[config.mk]
export PLATFORM = sky130hd
export DESIGN_NAME = seq101_rr_scheduler_flat
export DESIGN_NICKNAME = d
export VERILOG_FILES = /design/src/rtl/seq101_rr_scheduler_if.sv /design/src/rtl/seq101_rr_scheduler.sv /design/src/flat_wrapper.sv
export SDC_FILE = /design/constraint.sdc
export NUM_CORES = 1
export LEC_CHECK = 0
export BUFFER_PORTS_ARGS = -buffer_cell sky130_fd_sc_hd__buf_2
export CAP_MARGIN = 40
export CORE_MARGIN = 2
export CORE_UTILIZATION = 40
export DETAILED_ROUTE_END_ITERATION = 8
export SYNTH_ARGS = -nofsm -noshare
export SYNTH_HDL_FRONTEND = slang
export SYNTH_SLANG_ARGS = --single-unit
[constraint.sdc]
create_clock -name clk -period 9.17 [get_ports clk]
set_clock_uncertainty 0.05 [all_clocks]
set_input_delay 0.4585 -clock clk [delete_from_list [all_inputs] [get_ports clk]]
set_output_delay 0.4585 -clock clk [all_outputs]
set_load 0.01 [all_outputs]
[src/rtl/seq101_rr_scheduler_if.sv]
// ---------------------------------------------------------------------------
// seq101_rr_scheduler_if
// Bundles the lane-side and status-side signals of seq101_rr_scheduler.
//   master : front-end / status logic (drives req, bit_in, ch_clr, rd_ch)
//   slave  : the scheduler (drives gnt, det_valid, det_ch, rd_count[, ovf])
// Signals:
//   req[NCH]       per-channel request, bit_in valid
//   bit_in[NCH]    serial data bit per channel
//   ch_clr[NCH]    per-channel synchronous clear
//   gnt[NCH]       one-hot grant (combinational)
//   det_valid      registered "101" detection pulse
//   det_ch[CH_W]   channel of the detection
//   rd_ch[CH_W]    counter readback select
//   rd_count[CNT_W] hit counter of rd_ch
//   ovf[NCH]       sticky overflow flags (only with SEQ101_SCHED_OVF_EN)
// ---------------------------------------------------------------------------
interface seq101_rr_scheduler_if #(
    parameter int NCH   = 4,
    parameter int CNT_W = 8
);
    localparam int CH_W = $clog2(NCH);

    logic [NCH-1:0]   req;
    logic [NCH-1:0]   bit_in;
    logic [NCH-1:0]   ch_clr;
    logic [NCH-1:0]   gnt;
    logic             det_valid;
    logic [CH_W-1:0]  det_ch;
    logic [CH_W-1:0]  rd_ch;
    logic [CNT_W-1:0] rd_count;
`ifdef SEQ101_SCHED_OVF_EN
    logic [NCH-1:0]   ovf;
`endif

    modport master (
        output req, bit_in, ch_clr, rd_ch,
        input  gnt, det_valid, det_ch, rd_count
`ifdef SEQ101_SCHED_OVF_EN
        , input ovf
`endif
    );

    modport slave (
        input  req, bit_in, ch_clr, rd_ch,
        output gnt, det_valid, det_ch, rd_count
`ifdef SEQ101_SCHED_OVF_EN
        , output ovf
`endif
    );
endinterface

[src/rtl/seq101_rr_scheduler.sv]
// ---------------------------------------------------------------------------
// seq101_rr_scheduler
// One overlapping "101" Mealy detector core shared round-robin across NCH
// serial channels. Each channel keeps its own 2-bit detector state and a
// saturating hit counter; the granted channel's bit advances its state.
//
// Ports:
//   clk    rising-edge clock
//   reset  synchronous, active-high reset
//   bus    seq101_rr_scheduler_if.slave (req, bit_in, ch_clr, gnt,
//          det_valid, det_ch, rd_ch, rd_count, optional ovf)
//
// Optional feature macro: SEQ101_SCHED_OVF_EN
//   defined   -> bus.ovf[i] sticky flag, set by a hit on a saturated counter
//   undefined -> no ovf port or logic; counters still saturate
//
// Per-channel detector states:
//   state | meaning
//   S0    | nothing useful seen
//   S1    | last bit was 1
//   S2    | last two bits were 1,0 (a 1 now completes "101")
// ---------------------------------------------------------------------------
module seq101_rr_scheduler #(
    parameter int NCH   = 4,
    parameter int CNT_W = 8
) (
    input logic                  clk,
    input logic                  reset,
    seq101_rr_scheduler_if.slave bus
);
    localparam int CH_W = $clog2(NCH);

    typedef enum logic [1:0] {
        S0 = 2'b00,
        S1 = 2'b01,
        S2 = 2'b10
    } state_t;

    state_t           st  [NCH];
    logic [CNT_W-1:0] cnt [NCH];
    logic [CH_W-1:0]  rr_ptr;

    logic [NCH-1:0]   elig;
    logic [2*NCH-1:0] elig_rot2;
    logic             any_gnt;
    logic [CH_W-1:0]  gnt_idx;

    state_t           cur_st;
    state_t           nxt_st;
    logic             cur_bit;
    logic             hit;
    logic             cnt_sat;

    logic             det_valid_q;
    logic [CH_W-1:0]  det_ch_q;

    // Arbiter: rotate eligibility so bit 0 is the channel after rr_ptr,
    // then take the lowest set bit and map it back to a channel index.
    always_comb begin
        elig      = bus.req & ~bus.ch_clr;
        elig_rot2 = {elig, elig} >> (int'(rr_ptr) + 1);
        any_gnt   = 1'b0;
        gnt_idx   = '0;
        for (int k = 0; k < NCH; k++) begin
            if (!any_gnt && elig_rot2[k]) begin
                any_gnt = 1'b1;
                gnt_idx = CH_W'((int'(rr_ptr) + 1 + k) % NCH);
            end
        end
        if (reset) begin
            any_gnt = 1'b0;
        end
    end

    assign bus.gnt = any_gnt ? (NCH'(1) << gnt_idx) : '0;

    // Shared detector core, evaluated on the granted channel's saved state.
    always_comb begin
        cur_st  = st[gnt_idx];
        cur_bit = bus.bit_in[gnt_idx];
        nxt_st  = S0;
        hit     = 1'b0;
        case (cur_st)
            S0: nxt_st = cur_bit ? S1 : S0;
            S1: nxt_st = cur_bit ? S1 : S2;
            S2: begin
                if (cur_bit) begin
                    nxt_st = S1;
                    hit    = 1'b1;
                end else begin
                    nxt_st = S0;
                end
            end
            default: nxt_st = S0;
        endcase
    end

    assign cnt_sat = &cnt[gnt_idx];

    // A granted channel is never being cleared (clear removes eligibility),
    // so the clear loop and the granted-channel update never collide.
    always_ff @(posedge clk) begin
        if (reset) begin
            for (int i = 0; i < NCH; i++) begin
                st[i]  <= S0;
                cnt[i] <= '0;
            end
            rr_ptr      <= CH_W'(NCH - 1);
            det_valid_q <= 1'b0;
            det_ch_q    <= '0;
        end else begin
            det_valid_q <= any_gnt && hit;
            for (int i = 0; i < NCH; i++) begin
                if (bus.ch_clr[i]) begin
                    st[i]  <= S0;
                    cnt[i] <= '0;
                end
            end
            if (any_gnt) begin
                rr_ptr      <= gnt_idx;
                st[gnt_idx] <= nxt_st;
                if (hit) begin
                    det_ch_q <= gnt_idx;
                    if (!cnt_sat) begin
                        cnt[gnt_idx] <= cnt[gnt_idx] + CNT_W'(1);
                    end
                end
            end
        end
    end

    assign bus.det_valid = det_valid_q;
    assign bus.det_ch    = det_ch_q;

`ifdef SEQ101_SCHED_OVF_EN
    logic [NCH-1:0] ovf_q;

    always_ff @(posedge clk) begin
        if (reset) begin
            ovf_q <= '0;
        end else begin
            for (int i = 0; i < NCH; i++) begin
                if (bus.ch_clr[i]) begin
                    ovf_q[i] <= 1'b0;
                end
            end
            if (any_gnt && hit && cnt_sat) begin
                ovf_q[gnt_idx] <= 1'b1;
            end
        end
    end

    assign bus.ovf = ovf_q;
`endif

    // Readback table padded to a power of two so any rd_ch value is safe.
    logic [CNT_W-1:0] rd_tab [2**CH_W];

    for (genvar g = 0; g < 2**CH_W; g++) begin : g_rd
        if (g < NCH) begin : g_real
            assign rd_tab[g] = cnt[g];
        end else begin : g_pad
            assign rd_tab[g] = '0;
        end
    end

    assign bus.rd_count = rd_tab[bus.rd_ch];

endmodule

[src/flat_wrapper.sv]
// flat-port wrapper written by rule: the top's interface ports become plain ports
module seq101_rr_scheduler_flat 
#(
    parameter int NCH   = 4,
    parameter int CNT_W = 8
)
  (clk, reset, bus_req, bus_bit_in, bus_ch_clr, bus_rd_ch, bus_gnt, bus_det_valid, bus_det_ch, bus_rd_count);
  seq101_rr_scheduler_if #(.NCH(NCH), .CNT_W(CNT_W)) bus_i ();
  input logic clk;
  input logic reset;
  input wire logic [$bits(bus_i.req)-1:0] bus_req;
  input wire logic [$bits(bus_i.bit_in)-1:0] bus_bit_in;
  input wire logic [$bits(bus_i.ch_clr)-1:0] bus_ch_clr;
  input wire logic [$bits(bus_i.rd_ch)-1:0] bus_rd_ch;
  output wire logic [$bits(bus_i.gnt)-1:0] bus_gnt;
  output wire logic [$bits(bus_i.det_valid)-1:0] bus_det_valid;
  output wire logic [$bits(bus_i.det_ch)-1:0] bus_det_ch;
  output wire logic [$bits(bus_i.rd_count)-1:0] bus_rd_count;
  assign bus_i.req = bus_req;
  assign bus_i.bit_in = bus_bit_in;
  assign bus_i.ch_clr = bus_ch_clr;
  assign bus_i.rd_ch = bus_rd_ch;
  assign bus_gnt = bus_i.gnt;
  assign bus_det_valid = bus_i.det_valid;
  assign bus_det_ch = bus_i.det_ch;
  assign bus_rd_count = bus_i.rd_count;
  seq101_rr_scheduler #(.NCH(NCH), .CNT_W(CNT_W)) u_core (.clk(clk), .reset(reset), .bus(bus_i));
endmodule
==> impl_metrics.yaml <==
status:
  run_status: "finished, final reports clean"
critical_path:
  path_max_fanout: 17
  crit_required_ns: 9.07
  crit_buf_inv: 1
  crit_chain: "buf_2 -> and2b_2 -> o221a_2 -> o21a_1 -> mux2i_4 -> ha_1 -> o211ai_2 -> o311ai_2 -> nand2_1"
  cp_top_family: "compound AO/OA/AOI/OAI gates"
  startpoint_type: "input port"
  slowest_delay_ns: 0.74
  r2r_end: "u_core.cnt[0][2]$_SDFFCE_PN0P_"
  path_class: "in2reg"
  reg2reg_from: "u_core.rr_ptr[0]$_SDFFE_PP1P_"
  worst-r2r-setup-slack_ns: 5.29
  r2r_cells: 7
  path_depth: 9
  arrival_ns: 3.82
  end_kind: "register"
  crit_slowest_cell: "o311ai_2"
drt:
  ant_nets: 0
  via_count: 2127
  viasPerCell: 5.83
  drc_errors: 0
  dr.first_iter.drc_count: 116
  wl_um: 6740
  drt_first_pass_iters: 4
  wl_per_cell_um: 18.5
floorplanning:
  io_pins: 31
  coreArea_sq_um: 6760
  fp-row-count: 30
  start_util_pct: 41.3
  die_w_um: 87.5
  die-area_sq_um: 7660
  die-height_um: 87.5
synthesis:
  yosys.area.top_type: "edfxtp_1"
  synth-edff-count: 40
  synth_top_area_share_pct: 43.1
  syn_area_sq_um: 2790
  ys_async_sr_fraction_pct: 0
  synthCells: 257
  synth.distinct_cells: 55
  avgSynthCellArea_sq_um: 10.9
  synth.yosys.warnings: 0
  yosys-top-cells-area: "edfxtp_1 (43%), mux4_2 (6.5%), nor2_1 (6.1%), nand2_1 (5.2%), mux2i_1 (5.0%)"
  ys_ff_latch: 45
  ys_seq_area_share_pct: 46.7
  synth_nets: 274
  ys.flop_type: "edfxtp_1"
placement:
  place_congestion: 0.841
  port_buffers: 30
  hpwl_um: 4950
  post-place-cells: 357
  placed_area_sq_um: 2980
clocking:
  htreeDepth: 2
  cts_buffer_depth: 2
  cts_tree: "built"
  cts_buffers: 5
  cts_sinks: 45
  insertion_delay_ns: 0.30
  clk_pin_slew_ns: 0.08
  cts_resized: 0
  hold_buffers: 0
  cts_root_buffer: "clkbuf_8"
  cts_setup_buffers: 0
job:
  maxCapViolations: 0
cells_and_area:
  multi_input_area_sq_um: 1380
  area_growth_pct: 10.9
  diodes: 0
  stdcell_count: 365
  seq_area_sq_um: 1300
  design_area_sq_um: 3090
  nets: 301
  n_fill_cell: 662
  drive_gt1_share_pct: 26.0
worst_hold_path:
  hp-class: "in2reg"
  worstHoldStart: "reset"
  holdPathEnd: "u_core.bus.det_ch[1]$_SDFFE_PP0P_"
  holdPathStages: 2
global_route:
  globalRouteOverflowTotal: 0
  first_global_vias: 2077
  antenna_found_initial: 0
  grt_util_all_layers_pct: 19.2
  grt_max_degree: 26
  grt_pass1_wl_um: 11100
pwr:
  swShare_pct: 29.5
  pwr_density_cell_nw_per_um2: 164
  combPwrFrac_pct: 22.3
  p_switching_w: 0.000150
  peakVddDrop_mv: 0.0686
  p_int_w: 0.000358
  p_leak_nw: 1.24
  power_frac_clock_pct: 29.7
  seqPwrFrac_pct: 48.0
sta:
  hold_violations: 0
  final.setup.tns_ns: 0
  min_period_ns: 3.92
  tightest_slew_ns: 0.807
  post-route-period-util_pct: 42.8
  rsz0062_at_grt: "no"
  clock.fmax_mhz: 255
  setup_viol: 0
  slew_violations: 0
  relSlewSlack_pct: 46.0
Yosys cell counts, drive strengths merged (3+ instances only):
cell	instances
o21ai	8
inv	8
xnor2	4
o311ai	3
nor2	45
edfxtp	40
nand4	4
nand2	39
a31oi	4
nand3	12
dfxtp	5
a21oi	3
nand2b	4
nor4	3
and3	8
mux4	8
clkbuf	3
nor2b	3
mux2i	17
buf	10
through the flow:
step | hold WS (ns) | util, % | worst slack, ns | power [W]
5_1_grt | 0.421 | 45.8 | 4.98 | 0.000532
2_1_floorplan | 0.460 | - | 5.83 | 0.000333
3_3_place_gp | 0.429 | 43.9 | 4.77 | 0.000360
4_1_cts | 0.427 | 45.8 | 5.27 | 0.000510
6_report | 0.426 | 45.8 | 5.25 | 0.000508
3_5_place_dp | 0.431 | 44.1 | 4.94 | 0.000361
final cells by class:
cell class                 instances  share of cell area, %
clock inverter                     2                   1.25
timing repair buffer              33                   5.66
multi-input combinational        191                   44.5
tap                               80                   3.23
inverter                           8                  0.970
clock buffer                       6                   2.35
sequential                        45                   42.1
metal layers:
metal / routed length (um) / share of wire [%] / vias up / GRT usage (%)
li1: - / - / 994 / -
met1: 2970 / 44 / 1052 / 26.4
met2: 3210 / 48 / 67 / 30.4
met3: 384 / 5.7 / 14 / 3.98
met4: 173 / 2.6 / 0 / 6.57
met5: 0 / 0 / - / 0
power groups by stage:
stage | combinational [W] | clock, W | sequential [W]
after global routing | 0.000124 | 0.000162 | 0.000246
after CTS | 0.000113 | 0.000153 | 0.000244
after floorplan | 0.0000868 | 0 | 0.000246
after detailed placement | 0.000112 | 0 | 0.000249
after global placement | 0.000111 | 0 | 0.000249
final | 0.000113 | 0.000151 | 0.000244
flip-flops by register name, indices dropped and copies added (netlist names):
| signal | flops |
|---|---|
| u_core.rr_ptr | 2 |
| u_core.cnt | 32 |
| u_core.st | 8 |
| u_core.bus.det_valid | 1 |
| u_core.bus.det_ch | 2 |
cells in the final DEF, fill, tap and decap left out, types with 5 or more instances in the layout:
master	count
nor2_1	45
edfxtp_1	40
nand2_1	39
buf_2	30
mux2i_1	14
nand3_1	11
mux4_2	8
inv_1	8
and3_1	7
o21ai_0	7
clkbuf_8	5
dfxtp_1	5
worst max path at each step:
| stage | startpoint | to | slack, ns |
|---|---|---|---|
| finish | bus_ch_clr[0] | u_core.cnt[0][2]$_SDFFCE_PN0P_ | 5.25 |
| global route | bus_ch_clr[2] | u_core.cnt[0][2]$_SDFFCE_PN0P_ | 4.98 |
| CTS | bus_ch_clr[0] | u_core.cnt[0][5]$_SDFFCE_PN0P_ | 5.27 |
| detailed placement | bus_ch_clr[0] | u_core.cnt[0][6]$_SDFFCE_PN0P_ | 4.94 |
| global placement | bus_ch_clr[0] | u_core.cnt[2][6]$_SDFFCE_PN0P_ | 4.77 |
| floorplan | bus_ch_clr[1] | u_core.cnt[0][0]$_SDFFCE_PN0P_ | 5.83 |
kinds of logic after synthesis:
| logic type | share of synthesized area (%) |
|---|---|
| compound gates | 9.42 |
| fa+ha+maj | 0.449 |
| xor+xnor | 2.11 |
| buf+inv | 3.99 |
| mux | 14.4 |
| simple gates | 23.0 |
| flops | 46.7 |
(Power assumes the default switching activity.)
